`src/rtl/fft_iter_pkg.sv`:
```
// Shared definitions for the in-place radix-2 FFT address generator:
// the sequencer state encoding and the default geometry (32 points).
package fft_iter_pkg;

    typedef enum logic [1:0] {
        IDLE = 2'd0,
        RUN  = 2'd1,
        FIN  = 2'd2
    } fft_state_t;

    localparam int DEF_LAYERS      = 5;
    localparam int DEF_BUTTERFLYES = 16;
    localparam int DEF_LAY_WL      = 3;
    localparam int DEF_BUTT_WL     = 4;

endpackage

```
`src/rtl/fft_bit_insert.sv`:
```
// Inserts one bit at a variable position: bits below pos keep their place,
// bits at or above pos move up by one.
module fft_bit_insert #(
    parameter int IN_W  = 4,
    parameter int POS_W = 3
) (
    input  logic [IN_W-1:0]  src,
    input  logic [POS_W-1:0] pos,
    input  logic             bit_val,
    output logic [IN_W:0]    result
);

    logic [IN_W:0] wide;
    logic [IN_W:0] one_w;
    logic [IN_W:0] low_mask;

    always_comb begin
        wide     = {1'b0, src};
        one_w    = {{IN_W{1'b0}}, 1'b1};
        low_mask = (one_w << pos) - one_w;
        result   = ((wide & ~low_mask) << 1) | (wide & low_mask)
                 | ({{IN_W{1'b0}}, bit_val} << pos);
    end

endmodule

```
`src/rtl/fft_iter_addr_gen.sv`:
```
// Butterfly/layer sequencer producing in-place RAM and twiddle addresses for
// an iterative radix-2 FFT. Define FFT_ADDR_ERR_EN to enable the sticky overrun flag ERR.
module fft_iter_addr_gen
    import fft_iter_pkg::*;
#(
    parameter int LAYERS      = DEF_LAYERS,
    parameter int BUTTERFLYES = DEF_BUTTERFLYES,
    parameter int LayWL       = DEF_LAY_WL,
    parameter int ButtWL      = DEF_BUTT_WL
) (
    input  logic              CLK,
    input  logic              RST,
    input  logic              EN,
    input  logic              ADDR_RST,
    input  logic              ADDR_EN,
    output logic [LAYERS-1:0] ADDR_A,
    output logic [LAYERS-1:0] ADDR_B,
    output logic [ButtWL-1:0] ADDR_W,
    output logic              LAST_LAY,
    output logic              DONE,
    output logic              ERR
);

    localparam logic [ButtWL-1:0] LAST_B = ButtWL'(BUTTERFLYES - 1);
    localparam logic [LayWL-1:0]  LAST_L = LayWL'(LAYERS - 1);

    fft_state_t        state_q, state_d;
    logic [ButtWL-1:0] b_q, b_d;
    logic [LayWL-1:0]  l_q, l_d;
    logic              done_q, done_d;
    logic              overrun;

    // State and counter registers
    always_ff @(posedge CLK) begin
        if (RST) begin
            state_q <= IDLE;
            b_q     <= '0;
            l_q     <= '0;
            done_q  <= 1'b0;
        end else begin
            state_q <= state_d;
            b_q     <= b_d;
            l_q     <= l_d;
            done_q  <= done_d;
        end
    end

    // Next-state and counter stepping; ADDR_RST wins over ADDR_EN
    always_comb begin
        state_d = state_q;
        b_d     = b_q;
        l_d     = l_q;
        done_d  = 1'b0;
        overrun = 1'b0;
        if (EN) begin
            if (ADDR_RST) begin
                state_d = RUN;
                b_d     = '0;
                l_d     = '0;
            end else if (ADDR_EN) begin
                if (state_q == RUN) begin
                    if (b_q != LAST_B) begin
                        b_d = b_q + ButtWL'(1);
                    end else if (l_q != LAST_L) begin
                        b_d = '0;
                        l_d = l_q + LayWL'(1);
                    end else begin
                        state_d = FIN;
                        done_d  = 1'b1;
                    end
                end else begin
                    overrun = 1'b1;
                end
            end
        end
    end

`ifdef FFT_ADDR_ERR_EN
    logic err_q;

    always_ff @(posedge CLK) begin
        if (RST) begin
            err_q <= 1'b0;
        end else if (overrun) begin
            err_q <= 1'b1;
        end
    end

    assign ERR = err_q;
`else
    logic unused_overrun;
    assign unused_overrun = overrun;
    assign ERR            = 1'b0;
`endif

    logic [LayWL-1:0]  pos;
    logic [ButtWL-1:0] low_mask;
    logic [ButtWL:0]   one_w;

    // Output decode, purely from the registered counters
    always_comb begin
        pos      = LAST_L - l_q;
        one_w    = {{ButtWL{1'b0}}, 1'b1};
        low_mask = ButtWL'((one_w << pos) - one_w);
        ADDR_W   = (b_q & low_mask) << l_q;
        LAST_LAY = ((state_q == RUN) || (state_q == FIN)) && (l_q == LAST_L);
        DONE     = done_q;
    end

    fft_bit_insert #(.IN_W(ButtWL), .POS_W(LayWL)) u_ins_a (
        .src    (b_q),
        .pos    (pos),
        .bit_val(1'b0),
        .result (ADDR_A)
    );

    fft_bit_insert #(.IN_W(ButtWL), .POS_W(LayWL)) u_ins_b (
        .src    (b_q),
        .pos    (pos),
        .bit_val(1'b1),
        .result (ADDR_B)
    );

endmodule

```
`config.mk`:
```
export PLATFORM = sky130hd
export DESIGN_NAME = fft_iter_addr_gen
export DESIGN_NICKNAME = d
export VERILOG_FILES = /design/src/rtl/fft_iter_pkg.sv /design/src/rtl/fft_bit_insert.sv /design/src/rtl/fft_iter_addr_gen.sv
export SDC_FILE = /design/constraint.sdc
export NUM_CORES = 1
export LEC_CHECK = 0
export ABC_AREA = 1
export CAP_MARGIN = 20
export CORE_MARGIN = 10
export CORE_UTILIZATION = 41
export DETAILED_ROUTE_END_ITERATION = 10
export MAX_ROUTING_LAYER = met4
export PLACE_DENSITY = 0.8
export SYNTH_ARGS = -nofsm -noshare
export SYNTH_HDL_FRONTEND = slang
export SYNTH_HIERARCHICAL = 1
export SYNTH_SLANG_ARGS = --single-unit
```
`constraint.sdc`:
```
create_clock -name CLK -period 3.1 [get_ports CLK]
set_input_delay 0.93 -clock CLK [delete_from_list [all_inputs] [get_ports CLK]]
set_output_delay 0.93 -clock CLK [all_outputs]
set_load 0.01 [all_outputs]
```
# After elaboration in Yosys (flattened, before gate mapping)
# Index checks and enable logic that the tools add are counted.
word_totals:
  ff_bits: 10
  in_bits: 5
  out_inout_bits: 17
  wordCells: 54
classes:
  add_sub_neg: 4
  n_eq_ne: 7
  shifts: 3
  mux: 16
  bitwise_logic: 10
  n_reduce_logical: 10
ops:
  columns: ["op", "count"]
  rows:
  - ["2-to-1 mux 4 bit", 5]
  - ["2-to-1 mux 3 bit", 5]
  - ["OR 5 bit", 3]
  - ["2-to-1 mux 2 bit", 5]
  - ["AND reduction 5 bit", 2]
  - ["left shift 1 x 3 -> 5 bit (first input constant)", 2]
  - ["AND 4 bit", 2]
  - ["nonzero test 2 bit", 3]
  - ["OR reduction 6 bit", 1]
  - ["AND 4 x 5 -> 5 bit", 1]
  - ["subtractor 5 x 1 -> 5 bit (second input constant)", 1]
  - ["adder 4 x 1 -> 4 bit (second input constant)", 1]
  - ["inequality test 2 bit (second input constant)", 2]
  - ["inequality test 4 bit (second input constant)", 1]
  - ["NOT 4 bit", 1]
  - ["AND reduction 4 bit", 1]
  - ["left shift 4 x 3 -> 4 bit", 1]
  - ["adder 3 x 1 -> 3 bit (second input constant)", 1]
  - ["equality test 3 bit (second input constant)", 1]
  - ["inequality test 3 bit (second input constant)", 1]
  - ["NOT 1 bit", 3]
  - ["nonzero test 3 bit", 1]
  - ["subtractor 3 bit (first input constant)", 1]
  - ["equality test 2 x 1 -> 1 bit (second input constant)", 1]
  - ["other kinds (4)", 4]

# Longest topological paths before layout
# Gate-level depths: netlist (run 1).
logic_depth:
  depth_word: 7
  mapped_depth: 13
  ltp_nobuf: 13

# Cells and area by module
# Netlist (run 1), hierarchy kept.
modules_own_cells:
  columns: ["mod", "instances", "cells_each", "area_each_um2", "seq_area_each_um2"]
  rows:
  - ["fft_iter_addr_gen", 1, 126, 798.3, 200.2]
  - ["fft_bit_insert", 2, 34, 166.4, 0.0]

# Worst setup path before layout (run 1)
# OpenSTA, ideal clock, no wires.
synth_timing:
  kind: "register to output"
  start: "register l_q[0]"
  end: "output ADDR_W[3]"
  t_arrival_ns: 2.472
  required_ns: 2.170
  path_slack_ns: -0.302
  stages_incl_launch_ff: 14
  n_path_buf: 0
  cell_sequence: "dfxtp_1 -> inv_1 -> ha_1 -> ha_1 -> inv_1 -> nand2_1 -> ha_1 -> inv_1 -> nand2_1 -> nand2_1 -> nand2_1 -> nand2_1 -> nand2_1 -> a21oi_1"
synth_between:
  elab_chain_cells: 5
synth_lines:
  columns: ["element", "line_no", "source"]
  rows:
  - ["from (decl)", "fft_iter_addr_gen.sv:29", "logic [LayWL-1:0] l_q, l_d;"]
  - ["from (signal assigned)", "fft_iter_addr_gen.sv:43", "l_q <= l_d;"]
  - ["subtractor 3 bit", "fft_iter_addr_gen.sv:102", "pos = LAST_L - l_q;"]
  - ["net pos[2]", "fft_iter_addr_gen.sv:96", "logic [LayWL-1:0] pos;"]
  - ["left shift 1 x 3 -> 5 bit", null, null]
  - ["subtractor 5 x 1 -> 5 bit", null, null]
  - ["AND 4 bit", "fft_iter_addr_gen.sv:105", "ADDR_W = (b_q & low_mask) << l_q;"]
  - ["left shift 4 x 3 -> 4 bit", "fft_iter_addr_gen.sv:105", null]
  - ["to (decl)", "fft_iter_addr_gen.sv:18", "output logic [ButtWL-1:0] ADDR_W,"]
# The timed path passes the listed nets, and every way through them passes these cells.

# Final worst setup path (run 1)
layout_timing:
  start: "register l_q[0]"
  end: "output ADDR_B[3]"
layout_between:
  elab_chain_cells: 7
  word_cells_on_any_way: 8
  cone_classes: "add/sub (2); shift (1); bitwise (5)"
layout_lines:
  columns: ["element", "line_no", "source"]
  rows:
  - ["subtractor 3 bit *", "fft_iter_addr_gen.sv:102", null]
  - ["net pos[2]", "fft_iter_addr_gen.sv:96", null]
  - ["left shift 1 x 3 -> 5 bit *", "fft_bit_insert.sv:20, fft_bit_insert.sv:22", null]
  - ["subtractor 5 x 1 -> 5 bit", "fft_bit_insert.sv:20", "low_mask = (one_w << pos) - one_w;"]
  - ["NOT 4 bit", "fft_bit_insert.sv:21", "result = ((wide & ~low_mask) << 1) | (wide & low_mask)"]
  - ["AND 4 bit", "fft_bit_insert.sv:21", null]
  - ["OR 5 bit", "fft_bit_insert.sv:21", null]
  - ["OR 5 bit *", "fft_bit_insert.sv:22", "| ({{IN_W{1'b0}}, bit_val} << pos);"]
  - ["to (decl)", "fft_iter_addr_gen.sv:17", "output logic [LAYERS-1:0] ADDR_B,"]
# The timed path passes the listed nets; every way through them passes the cells marked *.

==> results of run 1 <==
## worst min-delay path, cell delays in order, from the launching register on
cell and delay, ns:
dfxtp_1 0.32, nand2_1 0.06, a21oi_1 0.05
## cells by family after synthesis
| group | count (synthesis) |
|---|---|
| buffers and inverters | 33 |
| xor gates and xnor gates | 1 |
| DFF | 10 |
| and+or+nand+nor | 117 |
| adders and majority gates | 12 |
| other | 2 |
| AOI/OAI and AO/OA | 19 |
## power breakdown
group	internal, mW	leakage, nW	switching [mW]	total (mW)
Combinational	0.0523	0.749	0.0629	0.115
Clock	0.0714	0.0210	0.0499	0.121
Sequential	0.131	0.0823	0.00394	0.135
Total	0.254	0.852	0.117	0.371
## metrics by stage
step / util / hold slack [ns] / cell area, um^2
detailed placement: 0.616 / 0.467 / 1570
global placement: 0.616 / 0.453 / 1570
CTS: 0.644 / 0.478 / 1640
global route: 0.647 / 0.493 / 1650
floorplan: - / 0.433 / 1170
finish: 0.647 / 0.474 / 1650
## final cells by class
cell class / count / area, um^2 / area share
inverter: 32 / 120 / 0.0730
clock buffer: 4 / 36.3 / 0.0221
sequential: 10 / 205 / 0.125
tap: 30 / 37.5 / 0.0228
timing repair buffer: 42 / 338 / 0.205
multi-input combinational: 160 / 908 / 0.552
## cells in the mapped netlist
cell type,instances
dfxtp_1,10
inv_2,5
nor2_1,13
nor3_2,2
nand2_2,2
nand2_1,59
inv_1,27
conb_1,2
buf_4,1
a21oi_1,8
o21ai_0,8
o21a_1,2
nor2_2,2
nor2_4,1
ha_1,12
xnor2_1,1
nor3_1,2
o21ai_1,1
nand3_1,27
nand4_1,7
nand2_4,1
nand3_2,1
## state kept, by name (all words and copies together) (netlist names)
name and cells:
l_q 3, DONE 1, state_q 2, b_q 4
## repair_timing
item / 4_1_cts / 5_1_grt
endpoints found under the setup margin: 13 / 13
buffers inserted: 0 / 1
resized for setup: 29 / 26
hold buffers: 0 / 0
pin swaps: 1 / 5
cloned: 0 / 0
## routing by layer
metal,share of wire,GRT usage,vias to the layer above
met5,0,-,-
met4,0.0046,0.0190,0
met3,0.042,0.0354,2
met2,0.48,0.201,22
met1,0.48,0.138,612
li1,-,-,724
## how the worst min path moves through the flow
stage | startpoint | end | slack [ns] | depth (start not counted)
floorplan | state_q[1] | state_q[1] | 0.43 | 2
global placement | state_q[1] | state_q[1] | 0.45 | 2
detailed placement | state_q[1] | state_q[1] | 0.47 | 2
CTS | state_q[1] | state_q[1] | 0.48 | 2
global route | state_q[1] | state_q[1] | 0.49 | 2
finish | state_q[1] | state_q[1] | 0.47 | 2
==> qor.csv, run 1 <==
metric,value,unit
critical path launch point,l_q[0],
reg2reg start,b_q[0],
"most common cell after layout, fill and taps aside",nand2_1,
CTS tree,built,
Max Freq,0.327,GHz
Total Routing Usage GR,0.119,
Clock Skew,0.00527,ns
fraction of layout cells with a size suffix above 1,0.266,
simple-gate share of the synthesized area,0.475,
Initial Util,0.444,
number of diodes,0,
maxcap violations,0,
WP data required,2.17,ns
largest family of logic cells by synthesized area,simple AND/OR/NAND/NOR gates,
Leak Pwr,0.852,nW
R2R depth,6,
Final Total Pwr,371,uW
Compound-Gate Fraction of Synth Area,0.0885,
mux cell area share after synthesis,0,
Clock transition at path regs,0.07,ns
number of global-route vias before repair,1300,
pwr dens,226,nW/um^2
first-pass GRT wire length,5250,um
synth warn,6,
num rows,18,
Syn-to-layout area delta,45.5,%
grt ovf,0,
clk_lat worst skew,0.27,ns
Post-layout nets,266,
DR WL/cell,10.9,um
post-synthesis sequential area ratio,0.177,
"Period Utilization, post-route",0.987,
Placed Cells,274,
crit path cell chain,inv_2 > ha_4 > ha_4 > buf_6 > nor3_4 > inv_2 > ha_2 > inv_1 > nand4_1 > nand3_1 > nand2_1 > dlygate4sd2_1,
Hold Fails Final Rpt,0,
via count,1360,
Final Setup Violations,0,
slowest CP cell,dfxtp_4,
cell area after synthesis,1130,um^2
drt first pass iters,4,
CP Buf/Inv Count,5,
type of origin of the critical path,flip-flop,
classification of the worst-slack hold path,reg2reg,
HPWL Detailed,2280,um
DR vias/cell,4.89,
Crit. path cell count,12,
CTS Buffer Depth,2,
chip height,72.5,um
Worst EP arrival,2.13,ns
fillers,235,
fin crit period,3.06,ns
CP endpoint,ADDR_B[3],
port bufs,20,
RSZ-0062 raised after global routing,yes,
DRT Wirelength,3040,um
CTS buffer count,3,
Yosys cell types,22,
DRC,0,
Final Wtd Congestion,0.862,
XOR/XNOR Fraction of Synth Area,0.00774,
Root Driver,clkbuf_4,
Setup TNS,0,ns
kind of end point of the critical path,primary output,
top post-synthesis cells by area,"nand2_1, dfxtp_1, ha_1, nand3_1, inv_1",
crit path max fanout,6,
outcome,finished clean,
core area,2540,um^2
First DRT Iteration DRCs,82,
syn_area_per_cell,5.83,um^2
Reg2Reg Setup Slack,1.66,ns
largest net degree at the start of global routing,18,
area share of the largest cell type after synthesis,0.196,
dpl ws,-0.122,ns
"flops & latches, synth",10,
"commonest non-fill, non-tap cells in the layout","nand2_1, nand3_1, inv_1",
top cell family by delay on the critical path,buffers and inverters,
die width,72.5,um
Slew Limit Fails,0,
VDD IR-drop max,0.000303,V
Worst R2R End,b_q[0],
clock sink count,10,
Finished Layout Cells,278,
synthesized instance count,194,
max incr delay on CP,0.35,ns
final worst slack,0.0406,ns
critical setup path kind,reg2out,
Synth Area in Adders,0.133,
cell taking the most area after synthesis,nand2_1,
post-route ant nets,0,
I/O pins,22,
htree depth,1,
die area,5260,um^2
antenna violations before repair,0,
(Power assumes the default switching activity.)
==> inputs of run 2 (changes only) <==
--- a/config.mk
+++ b/config.mk
@@ -7,11 +7,11 @@
 export LEC_CHECK = 0
 export ABC_AREA = 1
 export CAP_MARGIN = 20
-export CORE_MARGIN = 10
 export CORE_UTILIZATION = 41
 export DETAILED_ROUTE_END_ITERATION = 10
 export MAX_ROUTING_LAYER = met4
 export PLACE_DENSITY = 0.8
+export RECOVER_POWER = 50
 export SYNTH_ARGS = -nofsm -noshare
 export SYNTH_HDL_FRONTEND = slang
 export SYNTH_HIERARCHICAL = 1
==> qor.csv, run 2 (synthesis results as in run 1) <==
metric,value,unit,change
fin area,1590,um^2,-3.1%
Clock transition at path regs,0.07,ns,about the same
maxcap violations,0,,unchanged
first-pass GRT wire length,4770,um,-9.1%
number of global-route vias before repair,1192,,-8.3%
Max Freq,0.332,GHz,+1.4%
Clock Skew,0.00986,ns,+0.00459 ns
Total Routing Usage GR,0.225,,+0.106
crit path max fanout,6,,unchanged
Hold Fails Final Rpt,0,,unchanged
FF+latch area,205,um^2,unchanged
number of diodes,0,,unchanged
classification of the worst-slack hold path,reg2reg,,
die width,54.5,um,-25%
"Period Utilization, post-route",0.973,,-0.0140
HPWL Detailed,2070,um,-9.2%
Leak Pwr,0.845,nW,-0.84%
First DRT Iteration DRCs,27,,-67%
RSZ-0062 raised after global routing,yes,,
DR vias/cell,4.89,,about the same
"most common cell after layout, fill and taps aside",nand2_1,,
DR WL/cell,9.97,um,-8.9%
"commonest non-fill, non-tap cells in the layout","nand2_1, nand3_1, inv_1",,
port bufs,20,,unchanged
Root Driver,clkbuf_4,,
largest net degree at the start of global routing,18,,unchanged
Post-layout nets,264,,-0.75%
CTS buffer count,3,,unchanged
grt ovf,0,,unchanged
CTS Buffer Depth,2,,unchanged
area occupied by multi-input gates,886,um^2,-2.5%
clock sink count,10,,unchanged
Slew Limit Fails,0,,unchanged
hold slack,0.468,ns,-0.00690 ns
clk_lat worst skew,0.27,ns,about the same
num rows,18,,unchanged
Syn-to-layout area delta,40.9,%,
WP data required,2.17,ns,about the same
htree depth,1,,unchanged
kind of end point of the critical path,primary output,,
Final Setup Violations,0,,unchanged
CTS tree,built,,
DRC,0,,unchanged
chip height,54.5,um,-25%
Setup TNS,0,ns,unchanged
outcome,finished clean,,
I/O pins,22,,unchanged
post-route ant nets,0,,unchanged
via count,1351,,-0.66%
Initial Util,0.444,,unchanged
pwr dens,214,nW/um^2,-5.2%
Top reg by flops,b_q,,
core area,2540,um^2,unchanged
type of origin of the critical path,flip-flop,,
fraction of layout cells with a size suffix above 1,0.220,,-0.0466
critical setup path kind,reg2out,,
Largest register FFs,4,,unchanged
placed cell area,1540,um^2,-1.9%
Largest regs,"b_q x4, l_q x3, state_q x2",,
DRT Wirelength,2750,um,-9.6%
VDD IR-drop max,0.000229,V,-25%
Final Wtd Congestion,0.797,,-7.5%
die area,2970,um^2,-43%
fillers,240,,+2.1%
Worst EP arrival,2.09,ns,-0.04 ns
antenna violations before repair,0,,unchanged
fin crit period,3.02,ns,-0.0433 ns
post-cts hold buffer count,0,,unchanged
drt first pass iters,4,,unchanged
final core occ,0.626,,-0.0202
## run 2: layout make-up
cell class	count	share of cell area
Clock buffer	4	0.0165
Multi-Input combinational cell	160	0.556
Tap cell	30	0.0235
Sequential cell	10	0.129
Inverter	32	0.0754
Timing Repair Buffer	40	0.200
## run 2: path summary, 6_finish.rpt
check             slack, ns  cells past startpoint        from         end
setup / recovery       0.08                     11      l_q[1]   ADDR_A[2]
hold / removal         0.47                      2  state_q[0]  state_q[0]
setup reg to reg       1.61                      8      b_q[0]  state_q[1]
hold reg to reg        0.47                      2  state_q[0]  state_q[0]
## run 2: repair_timing
item | CTS | global route
pin swaps | 1 | 3
setup buffers | 1 | 1
gates resized for setup | 30 | 23
endpoints found under the setup margin | 12 | 14
## run 2: stage by stage
stage	worst slack, ns	power, mW	instances
floorplan	0.0169	0.195	203
global placement	-0.104	0.245	270
detailed placement	-0.117	0.246	270
CTS	0.0108	0.343	275
global route	-0.0207	0.364	276
finish	0.0839	0.341	276
## run 2: critical path, stage by stage (launching register included)
cell and delay (ns):
dfxtp_2 0.33, inv_1 0.05, ha_2 0.19, ha_4 0.22
buf_6 0.14, nor3_4 0.19, inv_2 0.06, ha_2 0.32
nand2_1 0.05, o21a_1 0.11, nand2_1 0.05, buf_2 0.12
## run 2: per-layer routing
layer / vias up / GRT usage / part of all wire
li1: 722 / - / -
met1: 594 / 0.274 / 0.47
met2: 33 / 0.382 / 0.49
met3: 2 / 0.0250 / 0.039
met4: 0 / 0.0769 / 0.0055
met5: - / - / 0
## run 2: where the power goes
group	switching [mW]	leakage [nW]	internal, mW
clock	0.0455	0.0150	0.0498
combinational	0.0596	0.748	0.0506
sequential	0.00452	0.0823	0.131
total	0.110	0.845	0.231
==> inputs of run 3 (changes only) <==
--- a/config.mk
+++ b/config.mk
@@ -5,12 +5,11 @@
 export SDC_FILE = /design/constraint.sdc
 export NUM_CORES = 1
 export LEC_CHECK = 0
-export ABC_AREA = 1
 export CAP_MARGIN = 20
 export CORE_UTILIZATION = 41
 export DETAILED_ROUTE_END_ITERATION = 10
 export MAX_ROUTING_LAYER = met4
-export PLACE_DENSITY = 0.8
+export PLACE_DENSITY = 0.69
 export RECOVER_POWER = 50
 export SYNTH_ARGS = -nofsm -noshare
 export SYNTH_HDL_FRONTEND = slang
==> qor.csv, run 3 <==
metric,value,unit,change
CTS Buffer Depth,2,,unchanged
critical setup path kind,reg2out,,
first-pass GRT wire length,4590,um,-3.9%
First DRT Iteration DRCs,17,,-37%
number of global-route vias before repair,1040,,-13%
RSZ-0062 raised after global routing,yes,,
clock sink count,10,,unchanged
CP Buf/Inv Count,2,,-2
failing checks,negative setup slack,,
fraction of layout cells with a size suffix above 1,0.360,,+0.140
largest net degree at the start of global routing,21,,+3
crit path cell chain,inv_2 > ha_4 > ha_4 > nand2b_4 > ha_4 > or4b_4 > o32ai_4 > buf_2,,
FF+latch area,205,um^2,unchanged
slowest CP cell,or4b_4,,
ys flop type,dfxtp_1,,
Clock Skew,0.00523,ns,-0.00463 ns
Largest register FFs,4,,unchanged
XOR/XNOR Fraction of Synth Area,0.0250,,+0.0172
kind of end point of the critical path,primary output,,
Reg2Reg Setup Slack,1.20,ns,-0.41 ns
syn_area_per_cell,7.97,um^2,+37%
die area,2770,um^2,-6.7%
CP endpoint,ADDR_W[2],,
Leak Pwr,0.642,nW,-24%
num rows,17,,-1
drt first pass iters,4,,unchanged
Clock transition at path regs,0.07,ns,about the same
synthesized instance count,132,,-32%
critical path launch point,l_q[0],,
"flops & latches, synth",10,,unchanged
"most common cell after layout, fill and taps aside",buf_4,,
die width,52.7,um,-3.4%
htree depth,1,,unchanged
R2R depth,5,,-3
DR WL/cell,13.1,um,+32%
maxcap violations,0,,unchanged
Syn-to-layout area delta,48.8,%,
area occupied by multi-input gates,961,um^2,+8.5%
classification of the worst-slack hold path,reg2reg,,
synth cell count leaders,"inv_1, ha_1, nand2_1",,
"Period Utilization, post-route",1.01,,+0.0374
pwr dens,169,nW/um^2,-21%
Initial Util,0.454,,+0.00941
top post-synthesis cells by area,"dfxtp_1, ha_1, inv_1, a21oi_1, nand2_1",,
final worst slack,-0.0321,ns,-0.116 ns
max incr delay on CP,0.49,ns,+0.16 ns
via count,1101,,-19%
core area,2320,um^2,-8.9%
DRC,0,,unchanged
Top reg by flops,b_q,,
I/O pins,22,,unchanged
synth warn,6,,unchanged
Final Wtd Congestion,0.839,,+5.2%
Largest regs,"b_q x4, l_q x3, state_q x2",,
type of origin of the critical path,flip-flop,,
hold slack,0.467,ns,-0.0000780 ns
Async SR Flop Fraction,0,,unchanged
outcome,"complete, but fails checks",,
Compound-Gate Fraction of Synth Area,0.249,,+0.160
port bufs,20,,unchanged
crit path max fanout,4,,-2
antenna violations before repair,0,,unchanged
fillers,199,,-17%
number of diodes,0,,unchanged
cell mode on critical path,ha_4,,
Final Total Pwr,265,uW,-22%
Slew Limit Fails,0,,unchanged
Hold Fails Final Rpt,0,,unchanged
reg2reg start,b_q[0],,
fin crit period,3.13,ns,+0.116 ns
CTS buffer count,3,,unchanged
Post-layout nets,196,,-26%
post-route ant nets,0,,unchanged
number of flops mapped to enable cells by yosys,0,,unchanged
Worst R2R End,b_q[2],,
cell area after synthesis,1050,um^2,-7.0%
Final Setup Violations,1,,+1
simple-gate share of the synthesized area,0.277,,-0.198
clk_lat worst skew,0.27,ns,about the same
area share of the largest cell type after synthesis,0.190,,-0.00555
Synth Area in Adders,0.143,,+0.00994
WP data required,2.17,ns,about the same
Root Driver,clkbuf_4,,
chip height,52.7,um,-3.4%
Total Routing Usage GR,0.228,,+0.00319
DRT Wirelength,2710,um,-1.7%
most common cell in the netlist,inv_1,,
grt ovf,0,,unchanged
Setup TNS,-0.0321,ns,-0.0321 ns
mux cell area share after synthesis,0.0309,,+0.0309
cell taking the most area after synthesis,dfxtp_1,,
top cell family by delay on the critical path,adder cells,,
HPWL Detailed,1990,um,-3.8%
VDD IR-drop max,0.000248,V,+8.4%
Max Freq,0.319,GHz,-3.7%
"commonest non-fill, non-tap cells in the layout","buf_4, conb_1, nand2_1",,
Yosys cell types,45,,+100%
Worst EP arrival,2.20,ns,+0.11 ns
largest family of logic cells by synthesized area,simple AND/OR/NAND/NOR gates,,
final core occ,0.675,,+0.0488
Crit. path cell count,8,,-3
DR vias/cell,5.34,,+9.2%
post-synthesis sequential area ratio,0.190,,+0.0133
dpl ws,-0.235,ns,-0.118 ns
CTS tree,built,,
## run 3: changes by cell type in the layout (fill, tap and decap cells not counted), moves of 3 or more
cell / change
nand2_1: -50
nand3_1: -23
inv_1: -15
nor2_1: -8
nand4_1: -6
dlymetal6s2s_1: -4
a22oi_1: +3
buf_2: +3
dlygate4sd2_1: +3
ha_4: +3
inv_2: -3
## run 3: report_power, final
group | switching [mW] | internal [mW]
registers | 0.00294 | 0.129
clock network | 0.0455 | 0.0498
logic | 0.0198 | 0.0171
total | 0.0683 | 0.196
## run 3: layout make-up
cell class / count / share of cell area
multi-input cells: 113 / 0.614
repair buffers: 38 / 0.185
flip-flops and latches: 10 / 0.131
inverters: 13 / 0.0312
well taps: 28 / 0.0224
clock buffers: 4 / 0.0168
## run 3: cells by family (layout without fill, tap and decap cells)
family,after synthesis,in the layout
compound gates,36,36
xor+xnor,3,3
fa+ha+maj,12,12
buf+inv,18,55
flops,10,10
mux,3,3
other cells,2,11
simple gates,48,48
## run 3: tightest hold or removal path, delay by kind of cell, from the launching register on
kind | cells | cell delay (ns)
buf+inv | 1 | 0.06
compound gates | 1 | 0.07
flops | 1 | 0.30
## run 3: stage by stage
stage	std cells	instance area, um^2
4_1_cts	206	1520
2_1_floorplan	141	1150
6_report	206	1570
5_1_grt	206	1570
3_3_place_gp	200	1460
3_5_place_dp	200	1460
## run 3: per-layer routing
metal | track usage | vias to the layer above | share of wire
met5 | - | - | 0
met4 | 0.0439 | 0 | 0.0085
met3 | 0.0464 | 4 | 0.031
met2 | 0.390 | 17 | 0.50
met1 | 0.277 | 511 | 0.46
li1 | - | 569 | -
## run 3: timing repair
| item | CTS | global route |
|---|---|---|
| setup buffers | 2 | 0 |
| setup endpoints to repair | 13 | 10 |
| gates cloned | 0 | 0 |
| hold buffers | 0 | 0 |
| resized for setup | 48 | 23 |
| pin swaps | 5 | 1 |
## run 3: how the worst min path moves through the flow
stage	slack [ns]	cells past startpoint	startpoint	endpoint
2_1_floorplan	0.44	2	state_q[1]	state_q[1]
3_3_place_gp	0.46	2	state_q[1]	state_q[1]
3_5_place_dp	0.46	2	state_q[1]	state_q[1]
4_1_cts	0.47	2	state_q[1]	state_q[1]
5_1_grt	0.51	2	state_q[1]	state_q[1]
6_report	0.47	2	state_q[1]	state_q[1]
